--- config.mk ---
export PLATFORM = sky130hd
export DESIGN_NAME = sfifo_cfg
export DESIGN_NICKNAME = d
export VERILOG_FILES = /design/src/rtl/sfifo_cfg.sv
export SDC_FILE = /design/constraint.sdc
export NUM_CORES = 1
export LEC_CHECK = 0
export BUFFER_PORTS_ARGS = -buffer_cell sky130_fd_sc_hd__buf_2
export CORE_UTILIZATION = 43
export CTS_CLUSTER_DIAMETER = 60
export DETAILED_ROUTE_END_ITERATION = 8
export PLACE_DENSITY = 0.59
export SETUP_SLACK_MARGIN = 0.3
export SLEW_MARGIN = 0
export SYNTH_ARGS = -nofsm -noshare
export SYNTH_HDL_FRONTEND = slang
export SYNTH_SLANG_ARGS = --single-unit
--- constraint.sdc ---
create_clock -name i_clk -period 3.8 [get_ports i_clk]
set_input_delay 0.38 -clock i_clk [delete_from_list [all_inputs] [get_ports i_clk]]
set_output_delay 0.38 -clock i_clk [all_outputs]
set_load 0.005 [all_outputs]
--- src/rtl/sfifo_cfg.sv ---
// sfifo_cfg: single-clock FIFO with FWFT option, programmable almost
// thresholds, occupancy level, synchronous flush and sticky error flags.
module sfifo_cfg #(
   parameter int DATA_WIDTH = 8,
   parameter int ADDR_WIDTH = 4,
   parameter bit FWFT       = 1'b0
) (
   input  logic                  i_clk,
   input  logic                  i_reset_n,
   input  logic                  i_flush,
   input  logic [DATA_WIDTH-1:0] i_wdata,
   input  logic                  i_winc,
   input  logic                  i_rinc,
   input  logic [ADDR_WIDTH:0]   i_ae_thresh,
   input  logic [ADDR_WIDTH:0]   i_af_thresh,
   output logic [DATA_WIDTH-1:0] o_rdata,
   output logic [ADDR_WIDTH:0]   o_level,
   output logic                  o_wfull,
   output logic                  o_wfull_almost,
   output logic                  o_rempty,
   output logic                  o_rempty_almost,
   output logic                  o_overflow,
   output logic                  o_underflow
);

   localparam int DEPTH = 1 << ADDR_WIDTH;
   localparam logic [ADDR_WIDTH:0] FULL_LVL = (ADDR_WIDTH+1)'(DEPTH);

   logic [DATA_WIDTH-1:0] mem [DEPTH];
   logic [ADDR_WIDTH-1:0] wr_ptr;
   logic [ADDR_WIDTH-1:0] rd_ptr;
   logic [ADDR_WIDTH:0]   level;
   logic                  ovf;
   logic                  udf;
   logic                  we;
   logic                  re;

   assign o_level         = level;
   assign o_wfull         = (level == FULL_LVL);
   assign o_rempty        = (level == '0);
   assign o_wfull_almost  = (level >= i_af_thresh);
   assign o_rempty_almost = (level <= i_ae_thresh);
   assign o_overflow      = ovf;
   assign o_underflow     = udf;

   // flush wins over any same-cycle access
   assign we = i_winc & ~o_wfull & ~i_flush;
   assign re = i_rinc & ~o_rempty & ~i_flush;

   always_ff @(posedge i_clk) begin
      if (we) mem[wr_ptr] <= i_wdata;
   end

   always_ff @(posedge i_clk or negedge i_reset_n) begin
      if (!i_reset_n) begin
         wr_ptr <= '0;
         rd_ptr <= '0;
         level  <= '0;
         ovf    <= 1'b0;
         udf    <= 1'b0;
      end else if (i_flush) begin
         wr_ptr <= '0;
         rd_ptr <= '0;
         level  <= '0;
         ovf    <= 1'b0;
         udf    <= 1'b0;
      end else begin
         if (we) wr_ptr <= wr_ptr + 1'b1;
         if (re) rd_ptr <= rd_ptr + 1'b1;
         if (we && !re)      level <= level + 1'b1;
         else if (re && !we) level <= level - 1'b1;
         if (i_winc && o_wfull)  ovf <= 1'b1;
         if (i_rinc && o_rempty) udf <= 1'b1;
      end
   end

   if (FWFT) begin : g_fwft
      assign o_rdata = mem[rd_ptr];
   end else begin : g_std
      logic [DATA_WIDTH-1:0] rdata_q;
      always_ff @(posedge i_clk or negedge i_reset_n) begin
         if (!i_reset_n) rdata_q <= '0;
         else if (re)    rdata_q <= mem[rd_ptr];
      end
      assign o_rdata = rdata_q;
   end

endmodule
==> results.py, run 1 <==
metrics = {
    "clock_tree": {
        "post_cts_resize_count": 0,
        "insertion_delay_ns": 0.41,
        "cts.sinks": 151,
        "htreeDepth": 4,
        "cts.reportedPaths.clkPinSlew_ns": 0.06,
        "cts_tree": "yes",
        "cts_made_buffers": 17,
        "clockRootBuffer": "clkbuf_16",
        "post_cts_buffers": 0,
        "ctsLongestPathBuffers": 2,
    },
    "critical_path": {
        "critical_path_class": "reg2reg",
        "end_kind": "flop",
        "cp_max_fo": 8,
        "critPathArrivalTime_ns": 3.24,
        "worstSetupStartpointType": "flop",
        "ff2ff_path_depth": 9,
        "required_ns": 4.08,
    },
    "logic_synthesis": {
        "synth_most_common_cell": "edfxtp_1",
        "ys_seq_area_share_pct": 69.4,
        "yosys.area_share.simple_pct": 5.77,
        "synth_area_per_cell_um2": 17.5,
        "synth_top_area_share_pct": 60.3,
        "synthDistinctLibCells": 39,
        "syn_inst": 364,
        "synth_mux_area_share_pct": 14.0,
        "synthFlopType": "edfxtp_1",
        "synth_compound_area_share_pct": 3.77,
        "synth_area_um2": 6370,
        "synth_top_family_by_area": "multiplexers",
        "async_flop_share_pct": 15.2,
        "synth.largest_area_cell": "edfxtp_1",
        "synth_fp_nets": 407,
        "yosys_register_bits": 151,
        "synth_area_leaders": "edfxtp_1 60%, mux4_2 11%, dfrtp_1 9.0%",
        "synth.top_cells.by_count": "128 x edfxtp_1, 32 x mux4_2, 31 x nor2_1, 23 x dfrtp_1, 23 x nand2_1",
        "synth-edff-count": 128,
        "ys_warn_count": 0,
        "synthAdderAreaFrac_pct": 4.05,
        "synth_xor_area_share_pct": 1.10,
    },
    "sta": {
        "fin_crit_ns": 2.96,
        "timing.final.crit_share_pct": 77.9,
        "hold_ws_ns": 0.256,
        "fmax_ghz": 0.338,
        "fin_skew_ns": 0.00587,
        "rsz0062_at_grt": "false",
        "tightest_slew_ns": 0.986,
        "hold_viol": 0,
        "slew-limit-headroom_pct": 34.1,
        "setup_tns_ns": 0,
        "slew_violations": 0,
        "setup_viol": 0,
    },
    "placed_design": {
        "place.detailed.hpwl_mm": 7.81,
        "place.gp.congestion": 0.751,
        "port_buffers": 41,
    },
    "floorplanning": {
        "placementRows": 44,
        "core_area_um2": 14500,
        "initial_core_util_pct": 44.0,
        "fp.dieW_um": 124,
        "dieArea_um2": 15300,
        "io_pins": 42,
        "fp.dieH_um": 124,
    },
    "route": {
        "route.vias.total": 3335,
        "ant_nets": 0,
        "via_per_inst": 5.49,
        "wl_per_cell_um": 20.2,
        "wl_mm": 12.3,
        "drc": 0,
        "dr.first_iter.drc_count": 242,
        "dr.pass1.iters": 7,
    },
    "grt": {
        "grt_pass1_vias": 3361,
        "overflow": 0,
        "grt_pass1_wl_mm": 18.9,
        "grt_start_max_net_pins": 34,
        "antenna_found_initial": 0,
        "grt_use_total_pct": 18.0,
    },
    "hold_path": {
        "whs_path_depth": 3,
        "hold_class": "in2reg",
    },
    "layout": {
        "layout-drive-gt1-share_pct": 26.5,
        "fin_util_pct": 50.8,
        "diodes": 0,
        "syn_to_final_growth_pct": 15.4,
        "nNetsFinal": 456,
    },
    "power_and_ir_drop": {
        "p_leak_nw": 2.59,
        "power_density_nw_per_um2": 621,
        "ir_drop_mv": 0.331,
        "total_power_mw": 4.56,
    },
    "status": {
        "status": "finished, final reports clean",
    },
    "run": {
        "drv_cap": 0,
    },
}
## power by group
| part | internal (mW) | total, mW | switching, mW |
|---|---|---|---|
| Clock | 1.08 | 1.70 | 0.620 |
| Sequential | 1.89 | 2.03 | 0.139 |
| Combinational | 0.418 | 0.828 | 0.411 |
## worst max-delay path, cell delays in order, from the launching register on
cell	delay, ns
dfrtp_1	0.49
or4_4	0.62
o21ai_4	0.20
nand3b_1	0.22
fa_1	0.47
a21o_1	0.19
a21o_1	0.18
nor3_1	0.17
o21ai_0	0.11
nor3b_2	0.18
## layout make-up
| class | instances | area, µm² |
|---|---|---|
| Clock buffer | 19 | 433 |
| Clock inverter | 10 | 155 |
| Fill cell | 1225 | 7130 |
| Inverter | 11 | 41.3 |
| Multi-Input combinational cell | 186 | 1830 |
| Sequential cell | 151 | 4420 |
| Tap cell | 184 | 230 |
| Timing Repair Buffer | 46 | 245 |
## cell families (layout without fill, tap and decap cells)
group                    after synthesis  in the layout
buffers and inverters                 27             86
AO/OA/AOI/OAI                         31             31
XOR/XNOR                               8              8
flip-flops                           151            151
adder cells (fa/ha/maj)               20             20
multiplexers                          49             49
AND/OR/NAND/NOR                       78             78
## path summary, 6_finish.rpt
path	start	endpoint	slack [ns]
worst max register to register	o_level[1]$_DFFE_PN0P_	o_level[4]$_DFFE_PN0P_	0.84
worst min-delay path	i_winc	o_overflow$_DFFE_PN0P_	0.26
worst max-delay path	o_level[1]$_DFFE_PN0P_	o_level[4]$_DFFE_PN0P_	0.84
worst min register to register	o_overflow$_DFFE_PN0P_	o_overflow$_DFFE_PN0P_	0.49
min in group asynchronous	i_reset_n	o_level[1]$_DFFE_PN0P_	0.50
max in group asynchronous	i_reset_n	rd_ptr[1]$_DFFE_PN0P_	2.86
## layout by cell type (no fill, tap or decap), types with 2 or more instances in the layout
cell,Yosys,final
dfrtp_1,23,21
a21o_1,2,2
nand4_1,2,2
clkinv_2,0,2
o21a_1,4,4
nor3_1,3,3
o221ai_1,8,8
nand2_1,23,23
clkbuf_16,0,17
mux2i_1,17,17
xnor2_1,4,4
clkinv_1,0,2
bufinv_16,0,4
xor2_1,4,4
nand3_1,3,3
o31ai_1,2,2
or3_1,2,2
dfrtp_2,0,2
nor2_1,31,31
nand2b_1,3,3
nand3b_1,2,2
clkbuf_1,4,2
mux4_2,32,32
edfxtp_1,128,128
a21oi_1,7,7
o21ai_0,3,3
nor2b_1,2,2
inv_1,11,11
buf_2,9,41
buf_4,3,4
ha_1,19,19
## stage by stage
stage	instances	area (µm²)	setup slack [ns]
after global placement	577	6760	0.906
after CTS	607	7350	0.836
final	607	7350	0.841
after global routing	607	7350	0.611
after floorplan	364	6370	1.07
after detailed placement	577	6760	0.859
## state kept, by name, indices dropped and copies added (netlist names)
name,count
mem,128
o_level,5
o_overflow,1
o_rdata,8
o_underflow,1
rd_ptr,4
wr_ptr,4
## layer usage
metal	track usage [%]	routed length (µm)
met5	0	0
met4	7.00	132
met3	4.62	604
met2	29.0	6130
met1	23.5	5420
## timing repair
item | CTS | global route
hold buffers | 1 | 0
hold endpoints to repair | 23 | 0
setup endpoints to repair | 0 | 0
Power figures use the tool's default switching activity.
==> inputs of run 2 (changes only) <==
Settings changed: PLACE_DENSITY 0.59 to 0.61.
Clock period 3.8 ns to 2.6 ns, I/O delays scaled along.
==> run 2 against run 1 <==
Against the previous run:
- non-clock buffer count is 14 higher
- die area stayed put
- core utilization is 2.2 points higher
- clock-buffer cell count is 1 lower
- the flow now finishes with violations (DRC)
- cell count is 2.8% higher
- global-route usage is 0.36 points lower
- clock skew is 0.0029 ns higher
- clock power is 52% higher
==> results.py, run 2 (synthesis results as in run 1) <==
metrics = {
    "critical_path": {
        "end_kind": "flop",
        "critical_path_class": "reg2reg",
        "crit_slowest_cell": "or4_4",
        "cp_cell_sequence": "or4_4, o21ai_4, nand3b_1, fa_2, a21o_1, a21o_1, and3_4, o21ai_2, nor3b_2",
        "slowest_delay_ns": 0.56,
        "crit_path_frequent_cell": "a21o_1",
        "required_ns": 2.94,
        "ff2ff_path_depth": 9,
        "worstSetupStartpointType": "flop",
        "critPathArrivalTime_ns": 2.94,
        "cp_max_fo": 3,
    },
    "floorplanning": {
        "fp.dieW_um": 124,
        "fp.dieH_um": 124,
        "core_area_um2": 14500,
        "dieArea_um2": 15300,
        "io_pins": 42,
        "placementRows": 44,
        "initial_core_util_pct": 44.0,
    },
    "route": {
        "drc": 1,
        "ant_nets": 0,
        "route.vias.total": 3335,
        "met1_length_mm": 5.44,
        "top_layer": "met4",
        "dr.first_iter.drc_count": 213,
        "routed-wl-met2_mm": 6.33,
        "via_per_inst": 5.34,
        "wl_mm": 12.4,
        "wl_per_cell_um": 19.9,
        "wl_met3_um": 498,
        "dr.pass1.iters": 6,
    },
    "layout": {
        "fin_util_pct": 53.0,
        "top_register": "mem",
        "mostFrequentLayoutCell": "edfxtp_1",
        "nNetsFinal": 470,
        "diodes": 0,
        "largest_reg_flops": 128,
        "stdcell_area_um2": 7670,
        "syn_to_final_growth_pct": 20.4,
        "mostFrequentLayoutCells": "128 x edfxtp_1, 41 x buf_2, 32 x mux4_2, 22 x nand2_1, 20 x dfrtp_1",
        "layout-drive-gt1-share_pct": 36.6,
    },
    "power_and_ir_drop": {
        "total_power_mw": 7.03,
        "ir_drop_mv": 0.676,
        "power_density_nw_per_um2": 917,
        "p_leak_nw": 2.69,
    },
    "sta": {
        "fin_skew_ns": 0.00877,
        "rsz0062_at_grt": "true",
        "hold_viol": 0,
        "slew-limit-headroom_pct": 59.1,
        "fmax_ghz": 0.385,
        "tightest_slew_ns": 0.614,
        "fin_crit_ns": 2.60,
        "setup_tns_ns": 0,
        "slew_violations": 0,
        "timing.final.crit_share_pct": 99.9,
        "setup_viol": 0,
    },
    "clock_tree": {
        "htreeDepth": 4,
        "cts_tree": "yes",
        "cts_made_buffers": 17,
        "cts.sinks": 151,
        "clockRootBuffer": "clkbuf_16",
        "insertion_delay_ns": 0.42,
        "ctsLongestPathBuffers": 2,
        "cts.reportedPaths.clkPinSlew_ns": 0.06,
    },
    "run": {
        "drv_cap": 0,
    },
    "placed_design": {
        "dpl_cell_area_um2": 6850,
        "place.detailed.hpwl_mm": 7.98,
        "port_buffers": 41,
        "place.gp.congestion": 0.765,
    },
    "grt": {
        "grt_start_max_net_pins": 34,
        "grt_pass1_vias": 3403,
        "grt_pass1_wl_mm": 18.8,
        "antenna_found_initial": 0,
        "overflow": 0,
        "grt_use_total_pct": 17.7,
    },
    "status": {
        "failed_checks": "DRC",
        "status": "finished, violations left",
    },
    "hold_path": {
        "whs_path_depth": 3,
        "hold_class": "in2reg",
    },
}
-- run 2: changes by cell type in the layout (fill, tap and decap cells not counted), moves of 3 or more --
cell	previous run	this run
nor2_1	31	15
nor2_2	0	11
inv_6	1	4
nor2_4	0	5
buf_4	4	15
-- run 2: final timing paths --
check / from / slack (ns) / end
hold / removal: i_winc / 0.16 / o_overflow$_DFFE_PN0P_
max in group asynchronous: i_reset_n / 1.85 / rd_ptr[1]$_DFFE_PN0P_
setup reg to reg: o_level[1]$_DFFE_PN0P_ / 0.001 / o_level[4]$_DFFE_PN0P_
hold reg to reg: o_rdata[4]$_DFFE_PN0P_ / 0.49 / o_rdata[4]$_DFFE_PN0P_
setup / recovery: o_level[1]$_DFFE_PN0P_ / 0.001 / o_level[4]$_DFFE_PN0P_
min in group asynchronous: i_reset_n / 0.36 / o_level[2]$_DFFE_PN0P_
-- run 2: power by group --
| group | switching [mW] | total [mW] | leakage (nW) | internal (mW) |
|---|---|---|---|---|
| Clock | 0.975 | 2.59 | 0.305 | 1.62 |
| Combinational | 0.798 | 1.57 | 0.939 | 0.772 |
| Sequential | 0.102 | 2.87 | 1.45 | 2.77 |
| Total | 1.87 | 7.03 | 2.69 | 5.16 |
-- run 2: timing repair --
| action | 4_1_cts | 5_1_grt |
|---|---|---|
| resized for setup | 23 | 15 |
| hold buffers | 1 | 0 |
| gates cloned | 0 | 0 |
| endpoints found under the hold margin | 23 | 0 |
| setup endpoints to repair | 98 | 63 |
| pin swaps | 9 | 6 |
| buffers inserted | 4 | 1 |
-- run 2: critical path, delay by kind of cell (launching register included) --
| family | cells | cell delay (ns) |
|---|---|---|
| DFF | 1 | 0.40 |
| and+or+nand+nor | 4 | 1.09 |
| AOI/OAI and AO/OA | 4 | 0.61 |
| adders and majority gates | 1 | 0.40 |
-- run 2: cell type report --
cell class                      instances  area [µm²]
Clock buffer                           18         429
Clock inverter                         14         193
Fill cell                            1164        6810
Inverter                               11        41.3
Multi-Input combinational cell        186        1980
Sequential cell                       151        4420
Tap cell                              184         230
Timing Repair Buffer                   60         379
-- run 2: layer usage --
metal	vias to the layer above	global-route usage [%]
met2	76	29.3
met5	-	0
met1	1703	22.4
met3	13	5.04
met4	0	5.50
li1	1543	-
-- run 2: through the flow --
stage,hold slack [ns],instances,worst slack [ns]
global route,0.175,624,-0.152
global placement,0.271,586,0.0501
finish,0.161,624,0.00150
floorplan,-0.0356,364,-0.0585
CTS,0.152,623,0.00416
detailed placement,0.273,586,-0.00585
==> inputs of run 3 (changes only) <==
Settings changed: PLACE_DENSITY 0.61 to 0.72.
==> run 3 against run 2 <==
Against the previous run:
- the flow now finishes without violations
- clock power fell by 9.3%
- critical path depth rose by 1
- sequential share of layout area rose by 0.97 points
- clock-buffer cell count fell by 1
- die area did not move
- combinational power barely moved
- worst setup slack got worse by 0.0010 ns
- via count rose by 3.1%
- non-clock buffer count fell by 1
- sequential power barely moved
- fmax barely moved
- core utilization fell by 0.87 points
- largest cell class unchanged
- largest power group unchanged
==> results.py, run 3 (synthesis results as in run 1) <==
metrics = {
    "status": {
        "status": "finished, final reports clean",
    },
    "layout": {
        "stdcell_area_um2": 7540,
        "top_register": "mem",
        "syn_to_final_growth_pct": 18.4,
        "fin_util_pct": 52.1,
        "mostFrequentLayoutCell": "edfxtp_1",
        "layout-drive-gt1-share_pct": 35.6,
        "stdcell_count": 622,
        "diodes": 0,
        "largest_reg_flops": 128,
        "seq_area_um2": 4420,
        "fill_cells": 1119,
        "mostFrequentLayoutCells": "128 x edfxtp_1, 41 x buf_2, 32 x mux4_2, 23 x nand2_1, 20 x dfrtp_1",
        "nNetsFinal": 469,
        "multi_input_area_um2": 1920,
    },
    "sta": {
        "fmax_ghz": 0.385,
        "slew-limit-headroom_pct": 55.8,
        "fin_skew_ns": 0.00730,
        "slew_violations": 0,
        "timing.final.crit_share_pct": 100,
        "fin_crit_ns": 2.60,
        "tightest_slew_ns": 0.662,
        "setup_tns_ns": 0,
        "setup_viol": 0,
        "rsz0062_at_grt": "true",
        "hold_viol": 0,
    },
    "placed_design": {
        "place.detailed.hpwl_mm": 7.89,
        "port_buffers": 41,
        "place.gp.congestion": 0.808,
        "numPlacedInstances": 584,
        "dpl_cell_area_um2": 6820,
    },
    "route": {
        "dr.first_iter.drc_count": 312,
        "wl_mm": 12.7,
        "route.vias.total": 3440,
        "dr.pass1.iters": 4,
        "via_per_inst": 5.53,
        "drc": 0,
        "ant_nets": 0,
        "wl_per_cell_um": 20.4,
    },
    "critical_path": {
        "required_ns": 2.94,
        "worstSetupStartpointType": "flop",
        "end_kind": "flop",
        "critical_path_class": "reg2reg",
        "cp_max_fo": 3,
        "critPathArrivalTime_ns": 2.94,
        "startpoint": "o_level[1]$_DFFE_PN0P_",
        "r2r-start": "o_level[1]$_DFFE_PN0P_",
    },
    "grt": {
        "overflow": 0,
        "grt_pass1_wl_mm": 19.5,
        "antenna_found_initial": 1,
        "grt_start_max_net_pins": 36,
        "grt_use_total_pct": 17.9,
        "grt_pass1_vias": 3571,
    },
    "clock_tree": {
        "cts.sinks": 151,
        "cts.reportedPaths.clkPinSlew_ns": 0.06,
        "cts_tree": "yes",
        "cts_made_buffers": 17,
        "clockRootBuffer": "clkbuf_16",
        "insertion_delay_ns": 0.42,
        "htreeDepth": 4,
        "ctsLongestPathBuffers": 2,
    },
    "power_and_ir_drop": {
        "clkPwrFrac_pct": 34.8,
        "ir_drop_mv": 0.530,
        "p_leak_nw": 2.66,
        "p_int_mw": 4.86,
        "comb_power_share_pct": 22.9,
        "power_density_nw_per_um2": 897,
        "swShare_pct": 28.1,
        "switchingPower_mw": 1.90,
        "p_seq_share_pct": 42.3,
    },
    "floorplanning": {
        "core_area_um2": 14500,
        "fp.dieH_um": 124,
        "initial_core_util_pct": 44.0,
        "dieArea_um2": 15300,
        "fp.dieW_um": 124,
        "io_pins": 42,
        "placementRows": 44,
    },
    "hold_path": {
        "hold_class": "in2reg",
        "worstHoldStart": "i_winc",
    },
    "run": {
        "drv_cap": 0,
    },
}
## run 3: power by group through the flow
stage	Clock [mW]	Sequential, mW	Combinational [mW]
6_report	2.35	2.86	1.55
5_1_grt	2.47	2.88	1.71
4_1_cts	2.39	2.86	1.50
3_5_place_dp	0	2.91	1.40
3_3_place_gp	0	2.90	1.36
2_1_floorplan	0	2.93	0.906
## run 3: through the flow
step | total power, mW | hold slack (ns) | setup slack [ns]
floorplan | 3.84 | -0.0356 | -0.0585
detailed placement | 4.31 | 0.294 | -0.0830
global placement | 4.26 | 0.278 | -0.00985
CTS | 6.75 | 0.155 | 0.0445
global route | 7.06 | 0.187 | -0.0825
finish | 6.76 | 0.166 | 0.000473
## run 3: final timing paths
path	to	slack (ns)	cells after the start
worst max-delay path	o_level[4]$_DFFE_PN0P_	0.0005	10
worst min-delay path	o_overflow$_DFFE_PN0P_	0.17	3
worst max register to register	o_level[4]$_DFFE_PN0P_	0.0005	10
worst min register to register	o_rdata[6]$_DFFE_PN0P_	0.50	2
max in group asynchronous	rd_ptr[1]$_DFFE_PN0P_	1.77	2
min in group asynchronous	o_level[4]$_DFFE_PN0P_	0.40	2
## run 3: layer usage
layer	share of wire [%]	global-route usage (%)
met5	0.10	0
met4	2.0	7.30
met3	6.3	4.81
met2	50	29.1
met1	41	22.7
## run 3: cell type report
class	instances	area share [%]
Clock buffer	17	5.64
Clock inverter	14	1.82
Inverter	11	0.547
Multi-Input combinational cell	186	25.5
Sequential cell	151	58.6
Tap cell	184	3.05
Timing Repair Buffer	59	4.86
## run 3: critical path, stage by stage (launching register included)
cell	delay, ns
dfrtp_2	0.41
or4_4	0.55
o21ai_4	0.17
nand3b_1	0.15
fa_2	0.38
a21o_1	0.16
a21o_1	0.20
nor3_4	0.21
buf_6	0.13
nor3_2	0.04
nor3b_2	0.14
## run 3: repair_timing
item,4_1_cts,5_1_grt
endpoints found under the setup margin,44,87
buffers inserted,4,2
hold buffers,1,0
resized for setup,14,16
pin swaps,4,7
endpoints found under the hold margin,23,0
